===== src/rtl/alu_pkg.sv =====
// Shared ALU definitions: operation codes and the multiplier sequencer states.
package alu_pkg;

   typedef enum logic [3:0] {
      OP_SUMA  = 4'd0,
      OP_RESTA = 4'd1,
      OP_ABS   = 4'd2,
      OP_IGUAL = 4'd3,
      OP_AND   = 4'd4,
      OP_OR    = 4'd5,
      OP_XOR   = 4'd6,
      OP_SLT   = 4'd7,
      OP_MULT  = 4'd8
   } alu_op_t;

   typedef enum logic [1:0] {
      IDLE = 2'd0,
      RUN  = 2'd1,
      FIX  = 2'd2,
      DONE = 2'd3
   } mult_state_t;

endpackage


===== src/rtl/mult_seq_if.sv =====
// Request/response bundle between the execute-stage control and mult_seq.
interface mult_seq_if #(
   parameter int WIDTH = 32
);
   logic             start;
   logic             signed_op;
   logic [WIDTH-1:0] a;
   logic [WIDTH-1:0] b;
   logic             ready;
   logic             busy;
   logic             done;
   logic [WIDTH-1:0] hi;
   logic [WIDTH-1:0] lo;

   modport master (
      output start, signed_op, a, b,
      input  ready, busy, done, hi, lo
   );

   modport slave (
      input  start, signed_op, a, b,
      output ready, busy, done, hi, lo
   );
endinterface


===== src/rtl/mult_step.sv =====
// One shift-add iteration: conditional add of M into hi, then shift {carry,hi,lo} right.
module mult_step #(
   parameter int WIDTH = 32
) (
   input  logic [WIDTH-1:0] hi,
   input  logic [WIDTH-1:0] lo,
   input  logic [WIDTH-1:0] m,
   output logic [WIDTH-1:0] hi_n,
   output logic [WIDTH-1:0] lo_n
);
   logic [WIDTH:0] sum;

   always_comb begin
      sum  = {1'b0, hi} + (lo[0] ? {1'b0, m} : '0);
      hi_n = sum[WIDTH:1];
      lo_n = {sum[0], lo[WIDTH-1:1]};
   end
endmodule


===== src/rtl/mult_seq.sv =====
// Iterative shift-add multiplier; signed support (magnitude in, FIX negate out)
// is built only when MULT_SIGNED_EN is defined.
module mult_seq
   import alu_pkg::*;
#(
   parameter int WIDTH = 32,
   parameter int CNT_W = $clog2(WIDTH) + 1
) (
   input logic       clk,
   input logic       rst,
   mult_seq_if.slave bus
);
   localparam logic [CNT_W-1:0] LAST = CNT_W'(WIDTH - 1);

   mult_state_t      state_q;
   mult_state_t      state_d;
   logic [CNT_W-1:0] cnt_q;
   logic [WIDTH-1:0] m_q;
   logic [WIDTH-1:0] hi_q;
   logic [WIDTH-1:0] lo_q;
   logic [WIDTH-1:0] hi_n;
   logic [WIDTH-1:0] lo_n;
   logic [WIDTH-1:0] a_mag;
   logic [WIDTH-1:0] b_mag;

`ifdef MULT_SIGNED_EN
   logic             neg_q;
   logic             neg_d;
   logic [2*WIDTH-1:0] fix_v;

   // 0x80.. negates to itself, which read as unsigned is the right magnitude
   always_comb begin
      a_mag = (bus.signed_op && bus.a[WIDTH-1]) ? -bus.a : bus.a;
      b_mag = (bus.signed_op && bus.b[WIDTH-1]) ? -bus.b : bus.b;
      neg_d = bus.signed_op & (bus.a[WIDTH-1] ^ bus.b[WIDTH-1]);
      fix_v = -{hi_q, lo_q};
   end
`else
   logic unused_signed_op;

   assign unused_signed_op = bus.signed_op;
   assign a_mag            = bus.a;
   assign b_mag            = bus.b;
`endif

   mult_step #(
      .WIDTH (WIDTH)
   ) u_step (
      .hi   (hi_q),
      .lo   (lo_q),
      .m    (m_q),
      .hi_n (hi_n),
      .lo_n (lo_n)
   );

   always_ff @(posedge clk or posedge rst) begin
      if (rst) begin
         state_q <= IDLE;
         cnt_q   <= '0;
         m_q     <= '0;
         hi_q    <= '0;
         lo_q    <= '0;
`ifdef MULT_SIGNED_EN
         neg_q   <= 1'b0;
`endif
      end else begin
         state_q <= state_d;
         unique case (state_q)
            IDLE: begin
               if (bus.start) begin
                  m_q   <= a_mag;
                  hi_q  <= '0;
                  lo_q  <= b_mag;
                  cnt_q <= '0;
`ifdef MULT_SIGNED_EN
                  neg_q <= neg_d;
`endif
               end
            end
            RUN: begin
               hi_q  <= hi_n;
               lo_q  <= lo_n;
               cnt_q <= cnt_q + CNT_W'(1);
            end
`ifdef MULT_SIGNED_EN
            FIX: begin
               {hi_q, lo_q} <= fix_v;
            end
`endif
            default: ;
         endcase
      end
   end

   always_comb begin
      state_d = state_q;
      unique case (state_q)
         IDLE: begin
            if (bus.start) state_d = RUN;
         end
         RUN: begin
            if (cnt_q == LAST) begin
`ifdef MULT_SIGNED_EN
               state_d = neg_q ? FIX : DONE;
`else
               state_d = DONE;
`endif
            end
         end
         FIX:     state_d = DONE;
         DONE:    state_d = IDLE;
         default: state_d = IDLE;
      endcase
   end

   assign bus.ready = (state_q == IDLE);
   assign bus.busy  = (state_q == RUN) || (state_q == FIX);
   assign bus.done  = (state_q == DONE);
   assign bus.hi    = hi_q;
   assign bus.lo    = lo_q;
endmodule

===== src/flat_wrapper.sv =====
// flat-port wrapper written by rule: the top's interface ports become plain ports
module mult_seq_flat import alu_pkg::*;
#(
   parameter int WIDTH = 32,
   parameter int CNT_W = $clog2(WIDTH) + 1
)
  (clk, rst, bus_start, bus_signed_op, bus_a, bus_b, bus_ready, bus_busy, bus_done, bus_hi, bus_lo);
  mult_seq_if #(.WIDTH(WIDTH)) bus_i ();
  input logic clk;
  input logic rst;
  input wire logic [$bits(bus_i.start)-1:0] bus_start;
  input wire logic [$bits(bus_i.signed_op)-1:0] bus_signed_op;
  input wire logic [$bits(bus_i.a)-1:0] bus_a;
  input wire logic [$bits(bus_i.b)-1:0] bus_b;
  output wire logic [$bits(bus_i.ready)-1:0] bus_ready;
  output wire logic [$bits(bus_i.busy)-1:0] bus_busy;
  output wire logic [$bits(bus_i.done)-1:0] bus_done;
  output wire logic [$bits(bus_i.hi)-1:0] bus_hi;
  output wire logic [$bits(bus_i.lo)-1:0] bus_lo;
  assign bus_i.start = bus_start;
  assign bus_i.signed_op = bus_signed_op;
  assign bus_i.a = bus_a;
  assign bus_i.b = bus_b;
  assign bus_ready = bus_i.ready;
  assign bus_busy = bus_i.busy;
  assign bus_done = bus_i.done;
  assign bus_hi = bus_i.hi;
  assign bus_lo = bus_i.lo;
  mult_seq #(.WIDTH(WIDTH), .CNT_W(CNT_W)) u_core (.clk(clk), .rst(rst), .bus(bus_i));
endmodule

===== config.mk =====
export PLATFORM = sky130hd
export DESIGN_NAME = mult_seq_flat
export DESIGN_NICKNAME = d
export VERILOG_FILES = /design/src/rtl/alu_pkg.sv /design/src/rtl/mult_seq_if.sv /design/src/rtl/mult_step.sv /design/src/rtl/mult_seq.sv /design/src/flat_wrapper.sv
export SDC_FILE = /design/constraint.sdc
export NUM_CORES = 1
export LEC_CHECK = 0
export CAP_MARGIN = 20
export CORE_MARGIN = 4
export CORE_UTILIZATION = 40
export CTS_CLUSTER_DIAMETER = 30
export DETAILED_ROUTE_END_ITERATION = 12
export PLACE_DENSITY = 0.65
export SLEW_MARGIN = 15
export SYNTH_ARGS = -nofsm -noshare
export SYNTH_HDL_FRONTEND = slang
export SYNTH_HIERARCHICAL = 1
export SYNTH_SLANG_ARGS = --single-unit

===== constraint.sdc =====
create_clock -name clk -period 7.4 [get_ports clk]
set_input_delay 1.48 -clock clk [delete_from_list [all_inputs] [get_ports clk]]
set_output_delay 1.48 -clock clk [all_outputs]
set_load 0.03 [all_outputs]

==> out/qor.yml <==
run_status:
  status: "finished clean"
yosys:
  syn_inst: 642
  synth_area_um2: 6441
  synth_seq_cells: 104
  ys_seq_area_frac: 0.4040
  synth_warnings: 6
  synthFlopType: "dfrtp_1"
  async_flop_share: 1.000
  synth_edf_count: 0
  synth_nets: 748
  ys_types: 55
  synth.avg_cell_area_um2: 10.03
floorplan:
  core_area_um2: 15830
  dieArea_um2: 18200
  io_pins: 135
  rows: 46
  initial_core_util: 0.4070
  die-width_um: 134.9
  die_y_um: 134.9
cts:
  cts_tree: "yes"
  cts_root_buffer: "clkbuf_16"
  cts_buffer_depth: 2
  cts.htree.levels: 3
  cts.sinks: 104
  cts_buffers: 9
  post_cts_buffers: 0
  clkSlewWorstSetupHoldPaths_ns: 0.08
  holdBufCountCts: 0
  insertion_delay_ns: 0.36
  cts_resized: 0
setup_path:
  worstSetupEndpointType: "primary output"
  start_kind: "register"
  critPathCapture: "bus_lo[0]"
  rr_endpoint: "u_core/bus.hi[29]"
  critPathLaunch: "u_core/bus.lo[0]"
  crit_fanout: 34
  crit_type: "register to primary output"
  ff2ff_path_depth: 11
  required_ns: 5.92
  crit_path_cell_trace: "clkdlybuf4s50_1"
  crit_family: "flip-flops"
  r2r_start: "u_core/bus.lo[0]"
  max_stage_delay_ns: 0.99
  crit_arrival_ns: 2.18
  critPathBufInv: 1
  rrSetupSlack_ns: 3.74
  slowest_stage: "dfrtp_1"
  path_depth: 1
placement:
  preCtsSetupSlack_ns: 3.507
  io_buffers: 133
  gp_congestion: 0.8877
  hpwlAfterDp_mm: 10.73
  dp.cells: 923
routing:
  wl_per_cell_um: 16.09
  dr.pass1.iters: 5
  drtIter0Drc: 220
  drc: 0
  vias: 4987
  routed_via_density: 5.305
  ant_nets: 0
  wl_mm: 15.13
timing:
  drv_slew: 0
  slew_headroom: 0.3457
  setup_viol: 0
  rsz0062_at_grt: "no"
  fin_crit_sh: 0.4948
  finClkSkew_ns: 0.01136
  fmax_ghz: 0.2731
  tightest_slew_ns: 0.9815
  period_needed_ns: 3.661
  setup_tns_ns: 0
  hold_viol: 0
  holdWs_ns: 0.4999
  worst_slack_ns: 3.739
cells_and_area:
  nets: 825
  drive_gt1_frac: 0.1022
  diodes: 0
  areaGrowthSynthToFinish_pct: 24.16
  fin_cells: 940
  fillers: 1432
pwr:
  p_leak_uw: 0.003565
  power.density_nw_per_um2: 458.9
  ir_drop_v: 0.0001971
job:
  drv_cap: 0
global_route:
  antenna_found_initial: 0
  gr-total-overflow: 0
  grt_pass1_vias: 5152
  track_usage: 0.1682
  grt_pass1_wl_mm: 25.09
  grt_max_degree: 73
hold_path:
  hold_class: "register to register"
==> worst min path at each step <==
| stage | startpoint | endpoint | slack, ns | depth (start not counted) |
|---|---|---|---|---|
| 2_1_floorplan | u_core/m_q[0] | u_core/m_q[0] | 0.47 | 1 |
| 3_3_place_gp | u_core/m_q[16] | u_core/m_q[16] | 0.48 | 1 |
| 3_5_place_dp | u_core/m_q[24] | u_core/m_q[24] | 0.49 | 1 |
| 4_1_cts | u_core/m_q[24] | u_core/m_q[24] | 0.50 | 1 |
| 5_1_grt | u_core/m_q[11] | u_core/m_q[11] | 0.52 | 1 |
| 6_report | u_core/m_q[24] | u_core/m_q[24] | 0.50 | 1 |
==> where the power goes <==
| group | internal (uW) | switching [uW] | total [uW] |
|---|---|---|---|
| logic | 954 | 1200 | 2160 |
| registers | 834 | 200 | 1030 |
| clock network | 240 | 240 | 480 |
| total | 2030 | 1640 | 3670 |
==> final cells by class <==
| type | instances | area, um2 | share of cell area |
|---|---|---|---|
| inverters | 11 | 43.79 | 0.005476 |
| repair buffers | 139 | 1396 | 0.1746 |
| well taps | 216 | 270.3 | 0.03379 |
| multi-input cells | 454 | 3388 | 0.4237 |
| clock inverters | 7 | 71.32 | 0.008917 |
| flip-flops and latches | 104 | 2603 | 0.3254 |
| clock buffers | 9 | 225.2 | 0.02816 |
==> synth_stat cells, types with 8 or more instances <==
cell	instances	area, um2
mux2_2	35	394.1
clkbuf_1	24	90.09
ha_1	37	462.9
xnor2_1	17	148.9
dfrtp_1	104	2603
o21ai_0	55	275.3
buf_2	15	75.07
mux2i_1	34	340.3
nand4_1	9	56.30
xor2_1	13	113.9
nand2_1	58	217.7
and2_1	33	206.5
nor2_1	16	60.06
buf_4	34	255.2
inv_1	11	41.29
nand3_1	8	40.04
a21o_1	12	90.09
a22o_1	34	297.8
a21oi_1	29	145.1
==> state kept, by name, indices dropped and copies added, names as in the netlist <==
| signal | cells |
|---|---|
| u_core/bus.lo | 32 |
| u_core/state_q | 2 |
| u_core/bus.hi | 32 |
| u_core/m_q | 32 |
| u_core/cnt_q | 6 |
==> kinds of logic after synthesis <==
kind of cell | after synthesis | synth area share
AOI/OAI and AO/OA | 170 | 0.1787
xor gates and xnor gates | 30 | 0.04079
adders and majority gates | 38 | 0.07498
buffers and inverters | 84 | 0.07168
DFF | 104 | 0.4040
muxes | 70 | 0.1162
and+or+nand+nor | 146 | 0.1136
==> placed cells by master, fill, tap and decap left out, drive strengths merged, types with 13 or more instances in the layout <==
| master | count |
|---|---|
| a21oi | 31 |
| nor2 | 16 |
| a22o | 34 |
| mux2i | 35 |
| a21o | 13 |
| inv | 17 |
| nand2 | 58 |
| clkdlybuf4s50 | 133 |
| xnor2 | 17 |
| xor2 | 13 |
| o21ai | 57 |
| and2 | 33 |
| dfrtp | 104 |
| mux2 | 35 |
| ha | 37 |
==> worst reg2reg max path, delay by kind of cell, from the launching register on <==
kind | cells | cell delay (ns)
fa+ha+maj | 2 | 0.64
simple gates | 4 | 1.05
flops | 1 | 0.76
compound gates | 5 | 1.10
==> per-layer routing <==
| metal | part of all wire | global-route usage | up-vias | routed length, um |
|---|---|---|---|---|
| met1 | 0.46 | 0.2206 | 2400 | 6935 |
| met5 | 0 | 0 | - | 0 |
| met2 | 0.47 | 0.2849 | 146 | 7146 |
| met3 | 0.054 | 0.02720 | 16 | 823 |
| met4 | 0.015 | 0.05373 | 0 | 222 |
| li1 | - | - | 2425 | - |
==> through the flow <==
stage | util | cell area [um2] | total power [uW]
floorplan | - | 6441 | 2659
global placement | 0.4848 | 7674 | 3138
detailed placement | 0.4848 | 7674 | 3188
CTS | 0.5036 | 7970 | 3689
global route | 0.5053 | 7998 | 3956
finish | 0.5053 | 7998 | 3670
No activity file was read; power rests on OpenSTA's default activity.
